[config.mk]
export PLATFORM = sky130hd
export DESIGN_NAME = lcd_controller_v2
export DESIGN_NICKNAME = d
export VERILOG_FILES = /design/src/rtl/lcd_controller_v2.sv
export SDC_FILE = /design/constraint.sdc
export NUM_CORES = 1
export LEC_CHECK = 0
export ABC_AREA = 1
export BUFFER_PORTS_ARGS = -buffer_cell sky130_fd_sc_hd__buf_2
export CORE_AREA = 2 2 96 98
export DETAILED_ROUTE_END_ITERATION = 12
export DIE_AREA = 0 0 98 100
export PLACE_DENSITY = 0.83
export SYNTH_ARGS = -nofsm -noshare
export SYNTH_HDL_FRONTEND = slang
export SYNTH_SLANG_ARGS = --single-unit
[constraint.sdc]
create_clock -name clk -period 6.9 [get_ports clk]
set_clock_uncertainty 0.2 [all_clocks]
set_input_delay 0.69 -clock clk [delete_from_list [all_inputs] [get_ports clk]]
set_output_delay 0.69 -clock clk [all_outputs]
set_load 0.05 [all_outputs]
[src/rtl/lcd_controller_v2.sv]
// rtl/lcd_controller_v2.sv - HD44780-class LCD bus engine with input FIFO; optional busy-flag polling via LCD_BUSY_POLL_EN
module lcd_controller_v2 #(
    parameter int BUS_WIDTH   = 8,
    parameter int FIFO_DEPTH  = 8,
    parameter int T_SETUP     = 4,
    parameter int T_PULSE     = 32,
    parameter int T_HOLD      = 4,
    parameter int T_EXEC      = 2500,
    parameter int T_EXEC_LONG = 100000
) (
    input  logic                        clk,
    input  logic                        rst,
    output logic                        rs_pin,
    output logic                        rw_pin,
    output logic                        e_pin,
    output logic [7:0]                  data_pins,
    output logic                        data_oe,
    input  logic [7:0]                  data_pins_in,
    input  logic [7:0]                  data_in,
    input  logic                        data_is_cmd,
    input  logic                        data_valid,
    output logic                        data_ready,
    output logic                        busy,
    output logic [$clog2(FIFO_DEPTH):0] fifo_level
);

    localparam int PTR_W   = $clog2(FIFO_DEPTH);
    localparam int LVL_W   = PTR_W + 1;
    localparam int T_MAX_A = (T_SETUP > T_PULSE) ? T_SETUP : T_PULSE;
    localparam int T_MAX_B = (T_HOLD > T_EXEC) ? T_HOLD : T_EXEC;
    localparam int T_MAX_C = (T_MAX_A > T_MAX_B) ? T_MAX_A : T_MAX_B;
    localparam int T_MAX   = (T_MAX_C > T_EXEC_LONG) ? T_MAX_C : T_EXEC_LONG;
    localparam int CNT_W   = (T_MAX > 1) ? $clog2(T_MAX) : 1;

    localparam logic [CNT_W-1:0] LD_SETUP     = CNT_W'(T_SETUP - 1);
    localparam logic [CNT_W-1:0] LD_PULSE     = CNT_W'(T_PULSE - 1);
    localparam logic [CNT_W-1:0] LD_HOLD      = CNT_W'(T_HOLD - 1);
    localparam logic [CNT_W-1:0] CNT_ONE      = CNT_W'(1);

    if (BUS_WIDTH != 8 && BUS_WIDTH != 4) begin : g_bad_bus_width
        $error("lcd_controller_v2: BUS_WIDTH must be 8 or 4");
    end
    if (FIFO_DEPTH < 2 || (FIFO_DEPTH & (FIFO_DEPTH - 1)) != 0) begin : g_bad_fifo_depth
        $error("lcd_controller_v2: FIFO_DEPTH must be a power of 2, at least 2");
    end
    if (T_SETUP < 1 || T_PULSE < 1 || T_HOLD < 1 || T_EXEC < 1 || T_EXEC_LONG < 1) begin : g_bad_timing
        $error("lcd_controller_v2: all timing parameters must be at least 1");
    end

    typedef enum logic [2:0] {
        ST_IDLE,
        ST_SETUP,
        ST_PULSE,
        ST_HOLD,
        ST_EXEC
    } state_t;

    // FIFO storage and bookkeeping; entries are {is_cmd, byte}
    logic [8:0]       mem_q [FIFO_DEPTH];
    logic [PTR_W-1:0] wr_ptr_q;
    logic [PTR_W-1:0] rd_ptr_q;
    logic [LVL_W-1:0] level_q;
    logic [8:0]       head;
    logic             push;
    logic             pop;

    // Transfer engine state
    state_t           state_q, state_d;
    logic [CNT_W-1:0] cnt_q, cnt_d;
    logic [7:0]       byte_q, byte_d;
    logic             is_cmd_q, is_cmd_d;
    logic             nib_q, nib_d;
    logic             rs_q, rs_d;

    assign data_ready = (level_q != LVL_W'(FIFO_DEPTH));
    assign push       = data_valid && data_ready;
    assign head       = mem_q[rd_ptr_q];
    assign fifo_level = level_q;
    assign busy       = (state_q != ST_IDLE) || (level_q != '0);
    assign e_pin      = (state_q == ST_PULSE);
    assign rs_pin     = rs_q;

    // FIFO payload write; contents need no reset since the level gates every read
    always_ff @(posedge clk) begin
        if (push) begin
            mem_q[wr_ptr_q] <= {data_is_cmd, data_in};
        end
    end

    // FIFO pointers and occupancy; pointers wrap naturally at the power-of-2 depth
    always_ff @(posedge clk or posedge rst) begin
        if (rst) begin
            wr_ptr_q <= '0;
            rd_ptr_q <= '0;
            level_q  <= '0;
        end else begin
            if (push) begin
                wr_ptr_q <= wr_ptr_q + PTR_W'(1);
            end
            if (pop) begin
                rd_ptr_q <= rd_ptr_q + PTR_W'(1);
            end
            case ({push, pop})
                2'b10:   level_q <= level_q + LVL_W'(1);
                2'b01:   level_q <= level_q - LVL_W'(1);
                default: level_q <= level_q;
            endcase
        end
    end

`ifdef LCD_BUSY_POLL_EN
    localparam int TMO_W = (T_EXEC_LONG > 1) ? $clog2(T_EXEC_LONG) : 1;
    localparam logic [TMO_W-1:0] LD_TMO = TMO_W'(T_EXEC_LONG - 1);

    logic             polling_q, polling_d;
    logic             rw_q, rw_d;
    logic             oe_q, oe_d;
    logic             bf_q, bf_d;
    logic [TMO_W-1:0] tmo_q, tmo_d;
    logic             unused_pins;

    assign rw_pin      = rw_q;
    assign data_oe     = oe_q;
    assign unused_pins = ^{data_pins_in[6:0], is_cmd_q};

    // Busy-flag polling registers; the bus is released for reading only while polling
    always_ff @(posedge clk or posedge rst) begin
        if (rst) begin
            polling_q <= 1'b0;
            rw_q      <= 1'b0;
            oe_q      <= 1'b1;
            bf_q      <= 1'b0;
            tmo_q     <= '0;
        end else begin
            polling_q <= polling_d;
            rw_q      <= rw_d;
            oe_q      <= oe_d;
            bf_q      <= bf_d;
            tmo_q     <= tmo_d;
        end
    end
`else
    localparam logic [CNT_W-1:0] LD_EXEC      = CNT_W'(T_EXEC - 1);
    localparam logic [CNT_W-1:0] LD_EXEC_LONG = CNT_W'(T_EXEC_LONG - 1);

    logic exec_long;
    logic unused_pins;

    // Clear (0x01) and home (0x02/0x03) need the long execution delay
    assign exec_long   = is_cmd_q && (byte_q[7:2] == 6'b0);
    assign rw_pin      = 1'b0;
    assign data_oe     = 1'b1;
    assign unused_pins = ^data_pins_in;
`endif

    // Engine state register; reset drops E at once because e_pin decodes state_q
    always_ff @(posedge clk or posedge rst) begin
        if (rst) begin
            state_q  <= ST_IDLE;
            cnt_q    <= '0;
            byte_q   <= '0;
            is_cmd_q <= 1'b0;
            nib_q    <= 1'b0;
            rs_q     <= 1'b0;
        end else begin
            state_q  <= state_d;
            cnt_q    <= cnt_d;
            byte_q   <= byte_d;
            is_cmd_q <= is_cmd_d;
            nib_q    <= nib_d;
            rs_q     <= rs_d;
        end
    end

    // Next-state logic: each timed state lasts its parameter, counting T-1 down to 0
    always_comb begin
        state_d  = state_q;
        cnt_d    = cnt_q;
        byte_d   = byte_q;
        is_cmd_d = is_cmd_q;
        nib_d    = nib_q;
        rs_d     = rs_q;
        pop      = 1'b0;
`ifdef LCD_BUSY_POLL_EN
        polling_d = polling_q;
        rw_d      = rw_q;
        oe_d      = oe_q;
        bf_d      = bf_q;
        tmo_d     = tmo_q;
`endif
        case (state_q)
            ST_IDLE: begin
                if (level_q != '0) begin
                    pop      = 1'b1;
                    byte_d   = head[7:0];
                    is_cmd_d = head[8];
                    rs_d     = ~head[8];
                    nib_d    = 1'b0;
                    state_d  = ST_SETUP;
                    cnt_d    = LD_SETUP;
                end
            end
            ST_SETUP: begin
                if (cnt_q == '0) begin
                    state_d = ST_PULSE;
                    cnt_d   = LD_PULSE;
                end else begin
                    cnt_d = cnt_q - CNT_ONE;
                end
            end
            ST_PULSE: begin
                if (cnt_q == '0) begin
                    state_d = ST_HOLD;
                    cnt_d   = LD_HOLD;
`ifdef LCD_BUSY_POLL_EN
                    if (polling_q && !nib_q) begin
                        bf_d = data_pins_in[7];
                    end
`endif
                end else begin
                    cnt_d = cnt_q - CNT_ONE;
                end
            end
            ST_HOLD: begin
                if (cnt_q == '0) begin
                    if (BUS_WIDTH == 4 && !nib_q) begin
                        nib_d   = 1'b1;
                        state_d = ST_SETUP;
                        cnt_d   = LD_SETUP;
                    end
`ifdef LCD_BUSY_POLL_EN
                    else if (!polling_q || bf_q) begin
                        polling_d = 1'b1;
                        rs_d      = 1'b0;
                        rw_d      = 1'b1;
                        oe_d      = 1'b0;
                        nib_d     = 1'b0;
                        state_d   = ST_SETUP;
                        cnt_d     = LD_SETUP;
                        if (!polling_q) begin
                            tmo_d = LD_TMO;
                        end
                    end else begin
                        polling_d = 1'b0;
                        rw_d      = 1'b0;
                        oe_d      = 1'b1;
                        state_d   = ST_IDLE;
                    end
`else
                    else begin
                        state_d = ST_EXEC;
                        cnt_d   = exec_long ? LD_EXEC_LONG : LD_EXEC;
                    end
`endif
                end else begin
                    cnt_d = cnt_q - CNT_ONE;
                end
            end
            ST_EXEC: begin
                if (cnt_q == '0) begin
                    state_d = ST_IDLE;
                end else begin
                    cnt_d = cnt_q - CNT_ONE;
                end
            end
            default: state_d = ST_IDLE;
        endcase
`ifdef LCD_BUSY_POLL_EN
        // A display that never clears BF must not hang the engine
        if (polling_q) begin
            if (tmo_q == '0) begin
                polling_d = 1'b0;
                rw_d      = 1'b0;
                oe_d      = 1'b1;
                state_d   = ST_IDLE;
            end else begin
                tmo_d = tmo_q - TMO_W'(1);
            end
        end
`endif
    end

    // Bus data: full byte in 8-bit mode, high nibble then low nibble on [7:4] in 4-bit mode
    always_comb begin
        if (BUS_WIDTH == 4) begin
            data_pins = {(nib_q ? byte_q[3:0] : byte_q[7:4]), 4'b0000};
        end else begin
            data_pins = byte_q;
        end
    end

endmodule
Word level (Yosys, flattened, before mapping)
Memories as Yosys holds them, arrays and structs flattened.
Cells that the tools add are included.
- bits in registers: 40
- RAM bits: 72
- word-level logic and storage cells: 59
- memories kept: 1
- memory list (memory ; depth ; bits a word ; read ports ; clocked after Yosys merged registers in ; write ports ; line ; RTL):
    mem_q ; 8 ; 9 ; 1 ; 0 ; 1 ; 59 ; logic [8:0] mem_q [FIFO_DEPTH];
- $add $sub $neg: 5
- equal/unequal tests: 13
- multiplexer cells: 18
- bitwise operators: 1
- reductions and logical operators: 13
- operators by type and width (operator ; number):
    17-bit two-way mux ; 6
    17-bit one-hot mux with 5 select lines ; 1
    17-bit logical NOT ; 1
    17-bit by 1-bit subtractor with 17-bit output (second input constant) ; 1
    3-bit two-way mux ; 5
    3-bit one-hot mux with 5 select lines ; 1
    2-bit != test (second input constant) ; 5
    4-bit one-hot mux with 2 select lines ; 1
    3-bit by 1-bit adder with 3-bit output (second input constant) ; 2
    3-bit by 2-bit == test with 1-bit output (second input constant) ; 2
    6-bit logical NOT ; 1
    5-bit AND reduction ; 1
    5-bit nonzero test ; 1
    4-bit by 1-bit adder with 4-bit output (second input constant) ; 1
    1-bit two-way mux ; 4
    4-bit != test (second input constant) ; 1
    4-bit nonzero test ; 1
    4-bit by 1-bit subtractor with 4-bit output (second input constant) ; 1
    3-bit by 1-bit == test with 1-bit output (second input constant) ; 1
    3-bit == test (second input constant) ; 1
    3-bit logical NOT ; 1
    3-bit AND reduction ; 1
    3-bit nonzero test ; 1
    2-bit by 1-bit == test with 1-bit output (second input constant) ; 1
    other kinds (7) ; 8

Logic depth before layout (Yosys ltp)
Gate-level depths: netlist of the first run.
- word-level depth: 5
- mapped depth: 13

Least setup slack after synthesis of the first run
Ideal clock, no wire load.
- path type: register to register
- from: reg level_q[0] (netlist: fifo_level[0])
- to: reg level_q[3] (netlist: fifo_level[3])
- setup time: 131 ps
- arrival time: 2683 ps
- data required time: 6569 ps
- slack: 3887 ps
- stages on the path, launching flop included: 11
- path buffers: 0
- clock period less this slack: 3013 ps
- cells stage by stage: dfrtp_1 -> nor2_1 -> nand3_1 -> nand2_1 -> ha_1 -> ha_1 -> a21oi_1 -> nand2_1 -> a21oi_1 -> o21ai_0 -> xor2_1
- elaborated cells on any way between the ends: 11
- RTL lines (item ; line ; RTL):
    start, declared ; 62 ; logic [LVL_W-1:0] level_q;
    start signal, assigned ; 104 ; 2'b10: level_q <= level_q + LVL_W'(1);
    start signal, assigned ; 105 ; 2'b01: level_q <= level_q - LVL_W'(1);
    start signal, assigned ; 106 ; default: level_q <= level_q;
    4-bit != test (*) ; 75 ; assign data_ready = (level_q != LVL_W'(FIFO_DEPTH));
    net data_ready ; 22 ; output logic data_ready,
    1-bit logical AND (*) ; 76 ; assign push = data_valid && data_ready;
    2-bit by 1-bit == test with 1-bit output or 2-bit == test (tied branches) ; 103 ; case ({push, pop})
    4-bit one-hot mux with 2 select lines or 2-bit nonzero test (tied branches) ; - ;
The timed path passes the listed nets; every way through them passes the cells marked *.
A chain may end at the register's enable or synchronous reset.

Worst setup path after layout of the first run
- from: reg state_q[2]
- to: reg level_q[3] (netlist: fifo_level[3])
- word-level cells in the longest chain between the ends: 4
- elaborated cells on any way between the ends: 6
- ends and longest elaborated chain (item ; line ; RTL):
    start, declared ; 68 ; state_t state_q, state_d;
    start signal, assigned ; 166 ; state_q <= state_d;
    3-bit logical NOT (*) ; 191 ; case (state_q)
    1-bit two-way mux (*) ; 191 ;
    2-bit by 1-bit == test with 1-bit output or 2-bit == test (tied branches) ; 103 ;
    4-bit one-hot mux with 2 select lines or 2-bit nonzero test (tied branches) ; - ;
Every way passes the cells marked *; elsewhere a longest branch is shown, timed or not.

==> flow_summary.yaml, run 1 <==
critical_path:
  crit_family: "simple AND/OR/NAND/NOR gates"
  worst_setup_path_start_kind: "flip-flop"
  cp_max_fo: 14
  r2r-end: "fifo_level[3]"
  crit_top_cell: "nand2_1"
  required_ns: 6.96
  critPathCaptureType: "flip-flop"
  worstPathCellList: "inv_2 > nand2_1 > nor2_2 > nand2_1 > inv_1 > ha_1 > ha_1 > a21oi_1 > nand2_1 > a21oi_1 > o21ai_0 > xor2_1"
  slowest_stage: "dfrtp_1"
  path_buf_inv: 2
  worstSetupPathType: "reg2reg"
  regToRegSetupSlack_ns: 3.87
  rr_worst_depth: 12
  cp.arrival_ns: 3.09
  r2r-start: "state_q[2]"
  cpPeakStageDelay_ns: 0.48
layout:
  final_nets: 552
  drive_gt1_frac: 0.1285
  final-seq-area_um2: 3163
  final_cell_mix: "nand2_1 (90), nor2_1 (76), edfxtp_1 (72)"
  final_common_cell: "nand2_1"
  syn_to_final_growth_pct: 7.730
  n_antenna_cell: 0
  fillers: 718
  multi_input_area_um2: 1735
route:
  antenna_left: 0
  drt_pre_antenna_iters: 5
  route.detailed.drc: 0
  drt_iter0_drc: 254
  via_count: 3559
  wl_per_cell_um: 15.22
  wl_mm: 9.741
  vias_per_cell: 5.561
timing:
  period_needed_ns: 3.034
  fin_crit_sh: 0.4397
  timing.fmax_mhz: 329.6
  setup_viol: 0
  maxSlewViolCount: 0
  worstMarginPinSlew_ns: 1.146
  tns_ns: 0
  relSlewSlack: 0.2362
  rsz0062_at_grt: "no"
  hold_viol_final: 0
  setup_ws_ns: 3.866
clock_network:
  postCtsHoldBufs: 0
  postCtsSetupRepairBufs: 0
  numCtsBuffers: 9
  htreeDepth: 3
  clock_latency_ns: 0.37
  cts_tree: "yes"
  clock_path_buffers: 2
  root_buffer: "clkbuf_8"
  cts-resized-gates: 0
  cts.sinks: 112
  clk_transition_reported_paths_ns: 0.10
placed_design:
  hpwl_mm: 6.766
  place_congestion: 0.8563
  port_buffers: 27
  dp_slack_ns: 3.875
synth:
  ys.flop_type: "edfxtp_1"
  yosys_warnings: 0
  synth-edff-count: 72
  synth_cell_types: 39
  synth-simple-area-share: 0.1787
  synth-compound-area-share: 0.1080
  synth_xor_area_frac: 0.02902
  synth_cells: 501
  ys_seq_elements: 112
  synth_top_family_by_area: "simple AND/OR/NAND/NOR gates"
  synth_nets: 529
  async_reset_ff_frac: 0.3571
  muxShareOfSynthArea: 0
  avgSynthCellArea_um2: 10.24
  ys_seq_area_frac: 0.6164
  synth_adder_area_share: 0.02097
  syn_area_um2: 5131
floorplan:
  die_h_um: 100
  io-pin-count: 38
  die_area_um2: 9800
  start_util: 0.5772
  die_x_um: 98
  core_um2: 8890
  row_count: 35
global_route:
  grt_pass1_wl_mm: 15.98
  grt_overflow: 0
  grt_usage: 0.2072
  grt_max_degree: 41
  grt_pass1_vias: 3372
  antenna_found_initial: 0
job:
  maxCapViolCount: 0
run_status:
  outcome: "completed"
pwr:
  power.density_nw_per_um2: 262.1
  leakage_uw: 0.002212
  vdd_ir_drop_max_mv: 0.1637
min_path:
  hp-class: "in2async"
-- layer usage --
metal / vias up / GRT usage / part of all wire
met5: - / 0 / 0
met4: 0 / 0.08120 / 0.020
met3: 18 / 0.03412 / 0.050
met2: 108 / 0.3635 / 0.51
met1: 1695 / 0.2595 / 0.42
li1: 1738 / - / -
-- worst max path at each step --
stage                  startpoint             to  cells past startpoint
finish                 state_q[2]  fifo_level[3]                     12
detailed placement     state_q[2]  fifo_level[3]                     12
floorplan           fifo_level[0]  fifo_level[3]                     10
CTS                    state_q[2]  fifo_level[3]                     12
global placement       state_q[2]  fifo_level[3]                     12
global route           state_q[2]  fifo_level[3]                     12
-- final cells by class --
class,count,area share
clock buffers,9,0.02241
clock inverters,7,0.01539
inverters,37,0.02512
multi-input cells,336,0.3139
flip-flops and latches,112,0.5722
well taps,111,0.02512
repair buffers,28,0.02580
-- worst reg2reg max path: cells and delay by family, from the launching register on --
kind,cells,cell delay [ns]
buf+inv,2,0.49
fa+ha+maj,2,0.63
simple gates,4,0.63
xor+xnor,1,0.15
compound gates,3,0.35
flops,1,0.48
-- registers in the layout, indices dropped and copies added (netlist names) --
name and flops:
cnt_q 17, data_pins 8, fifo_level 4, is_cmd_q 1, mem_q 72, rd_ptr_q 3, rs_pin 1, state_q 3
wr_ptr_q 3
-- synthesized netlist by cell type, types with 2 or more instances --
master	number	share of area
a21oi_1	8	0.0078
edfxtp_1	72	0.42
xor2_1	15	0.026
buf_2	4	0.0039
nor2_2	4	0.0049
nor2_1	76	0.056
nand3_1	17	0.017
o21ai_1	16	0.016
nand4_1	4	0.0049
inv_1	32	0.023
nand2_2	3	0.0037
inv_2	4	0.0029
nand2_1	90	0.066
xnor2_1	2	0.0034
o21ai_0	54	0.053
nor3_1	2	0.0020
buf_4	3	0.0044
dfrtp_1	40	0.20
conb_1	2	0.0015
o22ai_1	18	0.022
clkbuf_1	7	0.0051
nand2_4	3	0.0066
ha_1	7	0.017
nor2_4	3	0.0066
-- power by group --
| part | internal [uW] | leakage (uW) | switching [uW] | total (uW) |
|---|---|---|---|---|
| registers | 803 | 0.00112 | 33.1 | 836 |
| clock network | 145 | 0.000100 | 241 | 386 |
| logic | 54.1 | 0.000989 | 173 | 227 |
-- metrics by stage --
| step | cells | hold slack [ns] | instance area, um2 | utilization | total power (uW) |
|---|---|---|---|---|---|
| floorplan | 501 | 0.2492 | 5131 | - | 1010 |
| global placement | 624 | 0.2678 | 5319 | 0.5983 | 1064 |
| detailed placement | 624 | 0.2834 | 5319 | 0.5983 | 1080 |
| CTS | 640 | 0.2271 | 5528 | 0.6218 | 1461 |
| global route | 640 | 0.2592 | 5528 | 0.6218 | 1515 |
| finish | 640 | 0.2235 | 5528 | 0.6218 | 1449 |
-- cells by family after synthesis --
kind of cell             count (synthesis)
AO/OA/AOI/OAI                          102
XOR/XNOR                                17
adder cells (fa/ha/maj)                  8
buffers and inverters                   53
flip-flops                             112
other                                    2
AND/OR/NAND/NOR                        207
Note: power is estimated with default switching activity, not from simulation.
==> run 2: changes to the inputs <==
- clock period: 6.9 -> 3.1 ns (I/O delays scaled with it)
==> run 2 against run 1 <==
Net effect:
- the flow now finishes with violations (hold timing)
- clock-buffer cell count stayed put
- sequential cell count unchanged
- register-to-register slack lost 3.3 ns
- non-clock buffer count grew 18
- via count up 4.2%
- worst hold slack worse by 0.22 ns
- highest routed layer unchanged
- largest cell class unchanged
- fmax increased by 21%
==> flow_summary.yaml, run 2 (synthesis gave the netlist of run 1 again) <==
run_status:
  outcome: "complete, but fails checks"
  violations: "hold timing"
layout:
  final_common_cell: "nand2_1"
  final_nets: 570
  fillers: 652
  n_antenna_cell: 0
  drive_gt1_frac: 0.1444
  top_register: "mem_q"
  postLayoutCellArea_um2: 5672
  syn_to_final_growth_pct: 10.53
  largest_register_ffs: 72
  final_cell_mix: "nand2_1 (90), nor2_1 (76), edfxtp_1 (72)"
placed_design:
  dp_slack_ns: 0.6268
  placed_cell_area_um2: 5401
  hpwl_mm: 7.236
  place_congestion: 0.8555
  port_buffers: 27
global_route:
  grt_usage: 0.2269
  grt_use_met3: 0.04944
  grt_util_met2: 0.3883
  busiest_layer: "met2"
  grt_pass1_vias: 3622
  grt_pass1_wl_mm: 17.43
  grt_overflow: 0
  antenna_found_initial: 0
  grt_max_degree: 41
  grt_util_met1: 0.2871
critical_path:
  regToRegSetupSlack_ns: 0.60
  worst_setup_path_start_kind: "flip-flop"
  rr_worst_depth: 10
  critPathCaptureType: "flip-flop"
  r2r-end: "fifo_level[3]"
  worstSetupPathType: "reg2reg"
  crit_end: "fifo_level[3]"
  required_ns: 3.17
  cp_max_fo: 5
  critPathLaunch: "fifo_level[0]"
  cp.arrival_ns: 2.57
  r2r-start: "fifo_level[0]"
floorplan:
  io-pin-count: 38
  die_area_um2: 9800
  start_util: 0.5772
  die_h_um: 100
  die_x_um: 98
  row_count: 35
  core_um2: 8890
timing:
  relSlewSlack: 0.5546
  rsz0062_at_grt: "no"
  tns_ns: 0
  setup_ws_ns: 0.5999
  worstMarginPinSlew_ns: 0.6681
  fin_crit_sh: 0.8065
  maxSlewViolCount: 0
  setup_viol: 0
  period_needed_ns: 2.500
  timing.fmax_mhz: 400.0
  hold_viol_final: 4
  whs_ns: -0.001402
clock_network:
  clk_transition_reported_paths_ns: 0.11
  cts_tree: "yes"
  postCtsSetupRepairBufs: 0
  htreeDepth: 3
  clock_latency_ns: 0.38
  cts-resized-gates: 0
  cts.sinks: 112
  clock_path_buffers: 2
  postCtsHoldBufs: 6
  root_buffer: "clkbuf_8"
  numCtsBuffers: 9
route:
  route.detailed.drc: 0
  via_count: 3710
  antenna_left: 0
  drt_pre_antenna_iters: 4
  vias_per_cell: 5.638
  wl_per_cell_um: 16.52
  wl_mm: 10.87
  drt_iter0_drc: 237
pwr:
  leakage_uw: 0.002301
  vdd_ir_drop_max_mv: 0.3717
  power.density_nw_per_um2: 584.5
min_path:
  hp-class: "in2reg"
  hold_path_depth: 1
  hold_path.startpoint: "data_in[1]"
job:
  maxCapViolCount: 0
==> run 2: through the flow <==
stage / hold slack (ns) / std cells / util / power, uW
3_5_place_dp: 0.2613 / 635 / 0.6076 / 2446
6_report: -0.001402 / 658 / 0.6380 / 3315
3_3_place_gp: 0.2548 / 635 / 0.6076 / 2400
2_1_floorplan: 0.2089 / 501 / - / 2247
4_1_cts: 0.0009275 / 657 / 0.6369 / 3322
5_1_grt: 0.0003284 / 658 / 0.6380 / 3445
==> run 2: critical path: stages (launching register included) <==
cell	delay [ns]
dfrtp_1	0.45
nor2_1	0.28
nand3_1	0.13
nand2_1	0.16
ha_1	0.26
ha_1	0.30
a21oi_1	0.14
nand2_1	0.08
a21oi_1	0.12
o21ai_0	0.11
xor2_1	0.15
==> run 2: how the worst min path moves through the flow <==
| stage | endpoint | slack (ns) |
|---|---|---|
| 3_3_place_gp | wr_ptr_q[0] | 0.25 |
| 2_1_floorplan | mem_q[0][0] | 0.21 |
| 5_1_grt | mem_q[0][1] | 0.0003 |
| 3_5_place_dp | wr_ptr_q[0] | 0.26 |
| 4_1_cts | mem_q[2][1] | 0.0009 |
| 6_report | mem_q[1][1] | -0.001 |
==> run 2: layout make-up <==
type                            instances  area [um2]  share of cell area
Sequential cell                       112        3163              0.5577
Multi-Input combinational cell        336        1735              0.3060
Timing Repair Buffer                   46       295.3             0.05206
Inverter                               37       138.9             0.02449
Tap cell                              111       138.9             0.02449
Clock buffer                            9       123.9             0.02184
Clock inverter                          7       76.32             0.01346
==> run 2: power by group <==
group | switching (uW) | internal [uW]
Clock | 567 | 327
Sequential | 74.1 | 1780
Combinational | 410 | 153
Total | 1050 | 2260
==> run 2: routing by layer <==
| metal | routed length, um | vias up |
|---|---|---|
| met4 | 190 | 0 |
| met3 | 531 | 18 |
| met5 | 0 | - |
| met1 | 4536 | 1795 |
| li1 | - | 1781 |
| met2 | 5609 | 116 |
